File: src/rtl/puf_uart_ctrl.sv
// PUF command sequencer: parses host UART commands, loads the challenge,
// runs one PUF evaluation and streams status plus response bytes back.
module puf_uart_ctrl #(
  parameter int CHAL_BYTES       = 8,
  parameter int RESP_BYTES       = 4,
  parameter int RX_TIMEOUT_CLKS  = 1200000,
  parameter int PUF_TIMEOUT_CLKS = 65535
) (
  input  logic                    clk,
  input  logic                    rst,
  input  logic [7:0]              rx_data,
  input  logic                    rx_rdy,
  input  logic                    tx_rdy,
  output logic [7:0]              tx_data,
  output logic                    tx_start,
  output logic [8*CHAL_BYTES-1:0] puf_challenge,
  output logic                    puf_start,
  input  logic                    puf_done,
  input  logic [8*RESP_BYTES-1:0] puf_response,
  output logic                    busy
);

  localparam logic [2:0] S_IDLE = 3'd0;
  localparam logic [2:0] S_RXCH = 3'd1;
  localparam logic [2:0] S_PSTA = 3'd2;
  localparam logic [2:0] S_PRUN = 3'd3;
  localparam logic [2:0] S_SEND = 3'd4;
  localparam logic [2:0] S_PULS = 3'd5;
  localparam logic [2:0] S_WAIT = 3'd6;

  localparam logic [7:0] CMD_C = 8'h43;
  localparam logic [7:0] CMD_P = 8'h50;
  localparam logic [7:0] RPL_A = 8'h41;
  localparam logic [7:0] RPL_Q = 8'h3F;
  localparam logic [7:0] RPL_T = 8'h54;

  localparam logic [20:0] RX_LAST  = 21'(RX_TIMEOUT_CLKS - 1);
  localparam logic [20:0] PUF_LAST = 21'(PUF_TIMEOUT_CLKS - 1);
  localparam logic [4:0]  IDX_LAST = 5'(CHAL_BYTES - 1);
  localparam logic [4:0]  RESP_N   = 5'(RESP_BYTES);

  logic [2:0]              state_q, state_d;
  logic [20:0]             timer_q, timer_d;
  logic [4:0]              idx_q, idx_d;
  logic [4:0]              cnt_q, cnt_d;
  logic [7:0]              tx_data_q, tx_data_d;
  logic                    tx_start_q, tx_start_d;
  logic                    puf_start_q, puf_start_d;
  logic                    busy_q, busy_d;
  logic [8*CHAL_BYTES-1:0] chal_q, chal_d;
  logic [8*RESP_BYTES-1:0] resp_q, resp_d;

  assign tx_data       = tx_data_q;
  assign tx_start      = tx_start_q;
  assign puf_start     = puf_start_q;
  assign puf_challenge = chal_q;
  assign busy          = busy_q;

  // Next-state logic; pulses default low, timer free-runs and is cleared on entry.
  always_comb begin
    state_d     = state_q;
    timer_d     = timer_q + 21'd1;
    idx_d       = idx_q;
    cnt_d       = cnt_q;
    tx_data_d   = tx_data_q;
    tx_start_d  = 1'b0;
    puf_start_d = 1'b0;
    chal_d      = chal_q;
    resp_d      = resp_q;
    unique case (state_q)
      S_IDLE: begin
        timer_d = '0;
        if (rx_rdy) begin
          if (rx_data == CMD_C) begin
            idx_d   = '0;
            state_d = S_RXCH;
          end else begin
            tx_data_d = (rx_data == CMD_P) ? CMD_P : RPL_Q;
            cnt_d     = '0;
            state_d   = S_SEND;
          end
        end
      end
      S_RXCH: begin
        if (rx_rdy) begin
          for (int k = 0; k < CHAL_BYTES; k++) begin
            if (idx_q == 5'(k)) chal_d[8*k +: 8] = rx_data;
          end
          timer_d = '0;
          idx_d   = idx_q + 5'd1;
          if (idx_q == IDX_LAST) begin
            puf_start_d = 1'b1;
            state_d     = S_PSTA;
          end
        end else if (timer_q == RX_LAST) begin
          tx_data_d = RPL_T;
          cnt_d     = '0;
          state_d   = S_SEND;
        end
      end
      S_PSTA: begin
        timer_d = '0;
        state_d = S_PRUN;
      end
      S_PRUN: begin
        if (puf_done) begin
          resp_d    = puf_response;
          tx_data_d = RPL_A;
          cnt_d     = RESP_N;
          state_d   = S_SEND;
        end else if (timer_q == PUF_LAST) begin
          tx_data_d = RPL_T;
          cnt_d     = '0;
          state_d   = S_SEND;
        end
      end
      S_SEND: begin
        if (tx_rdy) begin
          tx_start_d = 1'b1;
          state_d    = S_PULS;
        end
      end
      S_PULS: begin
        state_d = S_WAIT;
      end
      S_WAIT: begin
        if (tx_rdy) begin
          if (cnt_q != 5'd0) begin
            tx_data_d = resp_q[7:0];
            resp_d    = resp_q >> 8;
            cnt_d     = cnt_q - 5'd1;
            state_d   = S_SEND;
          end else begin
            state_d = S_IDLE;
          end
        end
      end
      default: state_d = S_IDLE;
    endcase
    busy_d = (state_d != S_IDLE);
  end

  // State and registered outputs; reset abandons any frame or evaluation.
  always_ff @(posedge clk or posedge rst) begin
    if (rst) begin
      state_q     <= S_IDLE;
      timer_q     <= '0;
      idx_q       <= '0;
      cnt_q       <= '0;
      tx_data_q   <= '0;
      tx_start_q  <= 1'b0;
      puf_start_q <= 1'b0;
      busy_q      <= 1'b0;
      chal_q      <= '0;
      resp_q      <= '0;
    end else begin
      state_q     <= state_d;
      timer_q     <= timer_d;
      idx_q       <= idx_d;
      cnt_q       <= cnt_d;
      tx_data_q   <= tx_data_d;
      tx_start_q  <= tx_start_d;
      puf_start_q <= puf_start_d;
      busy_q      <= busy_d;
      chal_q      <= chal_d;
      resp_q      <= resp_d;
    end
  end

endmodule

File: config.mk
export PLATFORM = sky130hd
export DESIGN_NAME = puf_uart_ctrl
export DESIGN_NICKNAME = d
export VERILOG_FILES = /design/src/rtl/puf_uart_ctrl.sv
export SDC_FILE = /design/constraint.sdc
export NUM_CORES = 1
export LEC_CHECK = 0
export CORE_AREA = 2 2 116 118
export CTS_CLUSTER_SIZE = 24
export DETAILED_ROUTE_END_ITERATION = 8
export DIE_AREA = 0 0 118 120
export HOLD_SLACK_MARGIN = 0.05
export PLACE_DENSITY = 0.79
export SETUP_SLACK_MARGIN = 0.3
export SKIP_LAST_GASP = 1
export SLEW_MARGIN = 10
export SYNTH_ARGS = -nofsm -noshare
export SYNTH_HDL_FRONTEND = slang
export SYNTH_SLANG_ARGS = --single-unit
File: constraint.sdc
create_clock -name clk -period 14.1 [get_ports clk]
set_clock_uncertainty 0.1 [all_clocks]
set_input_delay 2.82 -clock clk [delete_from_list [all_inputs] [get_ports clk]]
set_output_delay 2.82 -clock clk [all_outputs]
set_load 0.02 [all_outputs]
After elaboration in Yosys (flattened, before gate mapping) --
Cells that the tools add are included.
Word-level totals: word-level logic and storage cells 111, output and inout bits 75, bits of input ports 45, register bits 141
Cells by class: reductions and logical operators 19, equality and inequality tests 27, $add $sub $neg 3, muxes and demuxes 45
Operator list (number):
- two-way mux 32 bit | 3
- two-way mux 8 bit | 8
- one-hot mux 32 bit (2 select lines) | 1
- two-way mux 5 bit | 11
- one-hot mux 21 bit (2 select lines) | 1
- one-hot mux 8 bit (4 select lines) | 1
- two-way mux 3 bit | 10
- AND reduction 3 bit | 8
- adder 21 x 1 -> 21 bit (second input constant) | 1
- == test 21 x 16 -> 1 bit (second input constant) | 1
- == test 21 bit (second input constant) | 1
- two-way mux 21 bit | 1
- one-hot mux 3 bit (7 select lines) | 1
- == test 5 x 3 -> 1 bit (second input constant) | 4
- one-hot mux 5 bit (4 select lines) | 1
- inequality test 2 bit (second input constant) | 9
- == test 8 x 7 -> 1 bit (second input constant) | 2
- == test 5 x 2 -> 1 bit (second input constant) | 2
- one-hot mux 5 bit (2 select lines) | 1
- == test 3 bit (second input constant) | 3
- AND reduction 4 bit | 2
- AND reduction 8 bit | 1
- two-way mux 7 bit | 1
- == test 3 x 2 -> 1 bit (second input constant) | 2
- 13 further kinds | 18

Logic depth before layout (Yosys ltp) --
Gate-level depths: netlist of the first run.
depth after elaboration 5, gate-level depth with buffers 9

Worst setup path after synthesis of the first run --
No wires, ideal clock.
path kind input to register, start point input port rx_data[6], end point register tx_data_q[0] (netlist: tx_data[0]), library setup time 0.125 ns, stages on the path 7, slack 9.200 ns, arrival time 4.676 ns, path through clkbuf_1 > nor4bb_1 > a21boi_0 > o31ai_1 > or3_1 > buf_2 > mux2_2
On the way: longest elaborated chain between the ends 5, elaborated cells on any way between the ends 8
Ends and longest elaborated chain:
- start: declaration | line 11 | input logic [7:0] rx_data,
- == test 8 x 7 -> 1 bit | line 78 | tx_data_d = (rx_data == CMD_P) ? CMD_P : RPL_Q;
- two-way mux 7 bit | line 78
- two-way mux 8 bit | line 74 | if (rx_data == CMD_C) begin
- two-way mux 8 bit | line 73 | if (rx_rdy) begin
- one-hot mux 8 bit (4 select lines) | line 70 | unique case (state_q)
- end signal: assignment | line 161 | tx_data_q <= tx_data_d;
- end: declaration | line 46 | logic [7:0] tx_data_q, tx_data_d;
Parallel ways exist; a longest one is shown, timed or not. The select of a mux whose other input is x is not followed. A chain may end at the register's enable or synchronous reset.

Worst setup path after layout of the first run --
start point input port rx_data[2], end point register tx_data_q[4] (netlist: tx_data[4])
On the way: longest elaborated chain between the ends 3
Ends and longest elaborated chain (line):
- == test 8 x 7 -> 1 bit | 74
- inequality test 2 bit (no line)
- AND reduction 8 bit (no line)
No other way between the ends.

==> summary.md, run 1 <==
| Metric | Value |
|---|---|
| Status | `finished, final reports clean` |
| Count leader, synth | `dfrtp_1` |
| Seq/Total Area, Yosys | `between 50% and 60%` |
| CP Capture Type | `flip-flop` |
| Rel. slew slack | `approximately 34%` |
| Number of DRC markers in iteration 0 | `323` |
| Max Slew Vio Count | `0` |
| Number of synthesized flops with an enable pin | `0` |
| Post-CTS Setup Inserts | `0` |
| Core region area | `between 0.01 and 0.015 sq mm` |
| Antenna Cells | `0` |
| Top_reg_cell synth | `dfrtp_1` |
| Max-cap violations | `0` |
| Drt drc | `0` |
| CTS tree | `done` |
| # H-tree levels | `4` |
| CTS buffer count | `17` |
| Critical-path cell list | `clkdlybuf4s50_1 > nor4b_1 > a21boi_0 > o31ai_1 > or3_1 > mux2_2` |
| Total congestion overflow | `0` |
| Chip height | `between 100 and 150 um` |
| Vias/cell | `5.423` |
| Crit share post-route | `39.39%` |
| DPL Wire Length | `9944 um` |
| Family with the most delay on the worst path | `simple AND/OR/NAND/NOR gates` |
| Clock tree buffer depth | `2` |
| Area delta synth->final | `30.51%` |
| Synth top cells by count | `dfrtp_1, nand2_1, mux2_2` |
| Vias in the first global route | `4695` |
| CP max stage delay | `0.70 ns` |
| Syn nets | `607` |
| Num ports | `120` |
| Largest net degree at the start of global routing | `76` |
| Bufs and invs on worst path | `1` |
| First-pass GRT wire length | `23460 um` |
| Final Total Pwr | `between 1500 and 2000 uW` |
| RSZ-0062 raised after global routing | `no` |
| Yosys cell types | `55` |
| Clk sinks | `between 100 and 150` |
| Post-layout util | `63.18%` |
| Port-buffer cells | `119` |
| Wire per inst | `16.64 um` |
| Placed cell count | `820` |
| Die X | `118 um` |
| CTS Root Cell | `clkbuf_16` |
| Worst IR drop on VDD | `0.00007695 V` |
| Mapped Area | `0.006284 sq mm` |
| Max Fanout on Critical Path | `13` |
| Skew-Pair Late Insertion Delay | `0.41 ns` |
| Tmin final | `5.554 ns` |
| Post-CTS Resized | `0` |
| Critical path type | `input port to flip-flop` |
| Worst slew pin tran | `approximately 0.98 ns` |
| Post-Syn Instances | `554` |
| Syn Area/Cell | `11.34 sq um` |
| Tot GR Track Use | `between 20% and 30%` |
| Crit-path slowest cell | `nor4b_1` |
| Via count | `4620` |
| Setup TNS Final | `0 ns` |
| Clk slew on worst S/H paths | `0.06 ns` |
| Critical path required time | `14.29 ns` |
| CP arrival | `5.74 ns` |
| Area contributors post-synth | `dfrtp_1, mux2_2, nand2_1` |
| Leakage | `0.003688 uW` |
| Hold_buf cts | `0` |
| Total Wirelength | `14180 um` |
| Pwr dens | `188.4 mW/mm^2` |
| Largest area contributor in the netlist | `dfrtp_1` |
| Initial Util | `48.41%` |
| Row cnt | `42` |
| DR pass1 iterations | `4` |
| Antenna Nets Post-Route | `0` |
| Full die area | `around 0.014 sq mm` |
| Final Setup Violations | `0` |
| Yosys Warn Count | `0` |
| Yosys reg bits | `about 140` |
| Min-Delay Path Class | `flip-flop to flip-flop` |
| Initial antenna violation count | `0` |
| Share of cells above drive strength 1 | `between 10% and 20%` |
| Fmax achieved | `180.1 MHz` |
| Hold Vio Cnt, Final | `0` |
| Finished Layout Cells | `about 850` |
| Yosys top cell area share | `56.15%` |
| Crit start category | `input port` |
| Async SR Flop Fraction | `100.0%` |
| Placer congestion estimate | `0.8084` |
| Final-stage net count | `716` |
[flip-flops by register name, indices dropped and copies added (netlist names)]
register,count
cnt_q,5
tx_start,1
resp_q,32
busy,1
state_q,3
puf_start,1
puf_challenge,64
idx_q,5
timer_q,21
tx_data,8
[power by group]
group,leakage (uW),switching (uW),internal (uW)
combinational,0.00153,239,222
sequential,0.00185,84.9,517
clock,0.000310,177,304
total,0.00369,501,1040
[cell type report]
cell class | count | area [sq um]
sequential | 141 | 3528
inverter | 13 | 53.80
clock buffer | 18 | 439.2
multi-input combinational | 368 | 2541
tap | 176 | 220.2
timing repair buffer | 122 | 1214
clock inverter | 14 | 203.9
fill | 1019 | 4780
[worst register-to-register path, delay by kind of cell, from the launching register on]
family / cells / cell delay (ns)
multiplexers: 1 / 0.39
adder cells (fa/ha/maj): 1 / 0.14
flip-flops: 1 / 0.39
AO/OA/AOI/OAI: 1 / 0.50
AND/OR/NAND/NOR: 3 / 1.27
buffers and inverters: 2 / 0.28
[worst paths after layout]
path,from,slack [ns],depth (start not counted),to
min in group asynchronous,rst,2.79,2,puf_challenge[22]
max in group asynchronous,rst,9.80,3,resp_q[5]
worst min register to register,timer_q[0],0.39,1,timer_q[0]
worst max register to register,cnt_q[0],10.90,8,tx_data[4]
worst min-delay path,timer_q[0],0.39,1,timer_q[0]
worst max-delay path,rx_data[2],8.55,6,tx_data[4]
[through the flow]
stage	cell area (sq um)	hold slack [ns]	worst slack, ns
3_5_place_dp	7557	0.3850	8.141
4_1_cts	8200	0.3928	8.556
2_1_floorplan	6284	0.3536	7.399
6_report	8200	0.3917	8.546
5_1_grt	8200	0.4127	8.338
3_3_place_gp	7557	0.3735	8.202
[layer usage]
layer  vias up  wire [um]  track usage [%]
met2       148       7162            35.07
met3        27        702            5.086
met5         -          0                0
met1      2277       6115            26.56
met4         0        194            6.099
li1       2168          -                -
[cells by family after synthesis]
| family | synth area share (%) |
|---|---|
| AO/OA/AOI/OAI | 8.045 |
| XOR/XNOR | 2.648 |
| adder cells (fa/ha/maj) | 1.593 |
| buffers and inverters | 3.405 |
| flip-flops | 56.15 |
| multiplexers | 12.19 |
| AND/OR/NAND/NOR | 15.97 |
[placed cells by master, fill, tap and decap left out, types with 3 or more instances in the layout]
cell type	instances
nand3b_1	4
o41ai_1	3
nor3_1	6
ha_1	8
clkdlybuf4s50_1	119
nand4_1	7
mux2_2	68
clkbuf_16	17
a31oi_1	28
a22o_1	10
bufinv_16	4
buf_4	3
o21ai_0	6
or2_2	4
nor2_1	55
nand3_1	12
xnor2_1	7
inv_1	12
nand2_1	75
xor2_1	12
dfrtp_1	141
inv_6	5
a221o_1	3
nor3b_1	4
nor2b_1	6
nand2b_1	8
a21oi_1	5
nor4_1	4
(Power assumes the default switching activity.)
==> run 2: changes to the inputs <==
--- a/config.mk
+++ b/config.mk
@@ -5,12 +5,12 @@
 export SDC_FILE = /design/constraint.sdc
 export NUM_CORES = 1
 export LEC_CHECK = 0
-export CORE_AREA = 2 2 116 118
+export CORE_AREA = 2 2 119 121
 export CTS_CLUSTER_SIZE = 24
 export DETAILED_ROUTE_END_ITERATION = 8
-export DIE_AREA = 0 0 118 120
+export DIE_AREA = 0 0 121 123
 export HOLD_SLACK_MARGIN = 0.05
-export PLACE_DENSITY = 0.79
+export PLACE_DENSITY = 0.78
 export SETUP_SLACK_MARGIN = 0.3
 export SKIP_LAST_GASP = 1
 export SLEW_MARGIN = 10
==> constraint.sdc (replaced) <==
create_clock -name clk -period 4.5 [get_ports clk]
set_clock_uncertainty 0.1 [all_clocks]
set_input_delay 0.9 -clock clk [delete_from_list [all_inputs] [get_ports clk]]
set_output_delay 0.9 -clock clk [all_outputs]
set_load 0.02 [all_outputs]
==> summary.md, run 2 (synthesized netlist as in run 1, its figures left out) <==
| Metric | Value |
|---|---|
| Leakage | `0.003702 uW` |
| Core region area | `0.01361 sq mm` |
| Critical path required time | `4.71 ns` |
| Share of cells above drive strength 1 | `between 10% and 20%` |
| Fmax achieved | `around 280 MHz` |
| Worst slack at placement | `0.4620 ns` |
| Reg-to-reg endpoint | `tx_data[2]` |
| Critical-path cell list | `clkdlybuf4s50_1 > nor4b_1 > a21boi_0 > o31ai_1 > or3_1 > mux2_2` |
| Tmin final | `3.578 ns` |
| Most frequent cells in the layout | `dfrtp_1, clkdlybuf4s50_1, nand2_1` |
| CTS Root Cell | `clkbuf_16` |
| Initial antenna violation count | `0` |
| Drt drc | `0` |
| Placed cell count | `roughly 830` |
| Post-CTS Setup Inserts | `0` |
| # H-tree levels | `4` |
| Worst IR drop on VDD | `0.0003164 V` |
| Total congestion overflow | `0` |
| Hold path cells | `1` |
| CTS tree | `done` |
| RSZ-0062 raised after global routing | `no` |
| Final setup margin | `between 0.9 and 1 ns` |
| Hold Path Origin | `timer_q[0]` |
| Setup TNS Final | `0 ns` |
| Crit-path slowest cell | `nor4b_1` |
| Post-CTS Resized | `0` |
| Port-buffer cells | `119` |
| Worst-case reg-to-reg path depth | `8` |
| Placer congestion estimate | `0.8849` |
| Hold_buf cts | `0` |
| Worst slew pin tran | `0.9974 ns` |
| Filler cells | `~1100` |
| Wire per inst | `16.55 um` |
| R2r startpoint | `cnt_q[0]` |
| Status | `finished, final reports clean` |
| Full die area | `0.01488 sq mm` |
| Chip height | `123 um` |
| First-pass GRT wire length | `23400 um` |
| Initial Util | `46.16%` |
| Area delta synth->final | `30.92%` |
| Hold Path Sink | `timer_q[0]` |
| Final hold slack | `0.3860 ns` |
| CP max stage delay | `0.84 ns` |
| Final-stage net count | `724` |
| Clock tree buffer depth | `2` |
| Clk sinks | `141` |
| Critical path type | `input port to flip-flop` |
| Reg-to-reg slack, setup | `1.34 ns` |
| Num ports | `120` |
| Tot GR Track Use | `20.36%` |
| Leading cell type in the layout, fill and taps excluded | `dfrtp_1` |
| Max Slew Vio Count | `0` |
| Vias in the first global route | `4729` |
| CP Capture Type | `flip-flop` |
| Number of DRC markers in iteration 0 | `roughly 250` |
| Antenna Nets Post-Route | `0` |
| Final Setup Violations | `0` |
| Final Total Pwr | `4748 uW` |
| DPL Wire Length | `9915 um` |
| Crit start category | `input port` |
| Die X | `121 um` |
| Max FFs per register | `64` |
| Total Wirelength | `14300 um` |
| Vias/cell | `5.402` |
| Antenna Cells | `0` |
| Max Fanout on Critical Path | `9` |
| Clk slew on worst S/H paths | `0.06 ns` |
| Finished Layout Cells | `864` |
| Max-cap violations | `0` |
| Pwr dens | `577.2 mW/mm^2` |
| Skew-Pair Late Insertion Delay | `0.42 ns` |
| Via count | `4667` |
| CP arrival | `approximately 3.8 ns` |
| Row cnt | `43` |
| Crit share post-route | `79.50%` |
| Hold Vio Cnt, Final | `0` |
| Rel. slew slack | `33.35%` |
| Largest net degree at the start of global routing | `142` |
| CTS buffer count | `17` |
| DR pass1 iterations | `5` |
| Min-Delay Path Class | `flip-flop to flip-flop` |
run 2: critical path: cells and delay by family:
| kind | cells | cell delay, ns |
|---|---|---|
| multiplexers | 1 | 0.38 |
| AND/OR/NAND/NOR | 2 | 1.23 |
| AO/OA/AOI/OAI | 2 | 0.76 |
| buffers and inverters | 1 | 0.50 |
run 2: worst max path at each step:
stage,startpoint,endpoint,slack (ns),cells after the start
2_1_floorplan,rx_data[6],tx_data[0],1.52,7
3_3_place_gp,rx_data[2],tx_data[4],0.57,6
3_5_place_dp,rx_data[2],tx_data[2],0.46,6
4_1_cts,rx_data[2],tx_data[2],0.91,6
5_1_grt,rx_data[2],tx_data[2],0.72,6
6_report,rx_data[2],tx_data[2],0.92,6
run 2: cell type report:
class                      instances  area [sq um]  share of cell area (%)
sequential                       141          3528                   42.89
multi-input combinational        368          2541                   30.89
timing repair buffer             130          1286                   15.63
clock buffer                      21         460.4                   5.597
tap                              180         225.2                   2.738
clock inverter                    11         132.6                   1.612
inverter                          13         52.55                  0.6388
run 2: report_power, final:
group	switching, uW	total (uW)	internal (uW)	leakage (uW)
Clock	537	1390	851	0.000285
Sequential	264	1890	1620	0.00185
Combinational	760	1470	713	0.00157
run 2: metal layers:
metal	share of wire [%]	global-route usage, %
met1	44	26.13
met2	49	33.32
met3	5.9	4.382
met4	1.8	9.157
met5	0	0
run 2: per-stage QoR:
step / area, sq um / utilization [%]
floorplan: 6287 / -
global placement: 7634 / 56.08
detailed placement: 7634 / 56.08
CTS: 8227 / 60.44
global route: 8227 / 60.44
finish: 8227 / 60.44
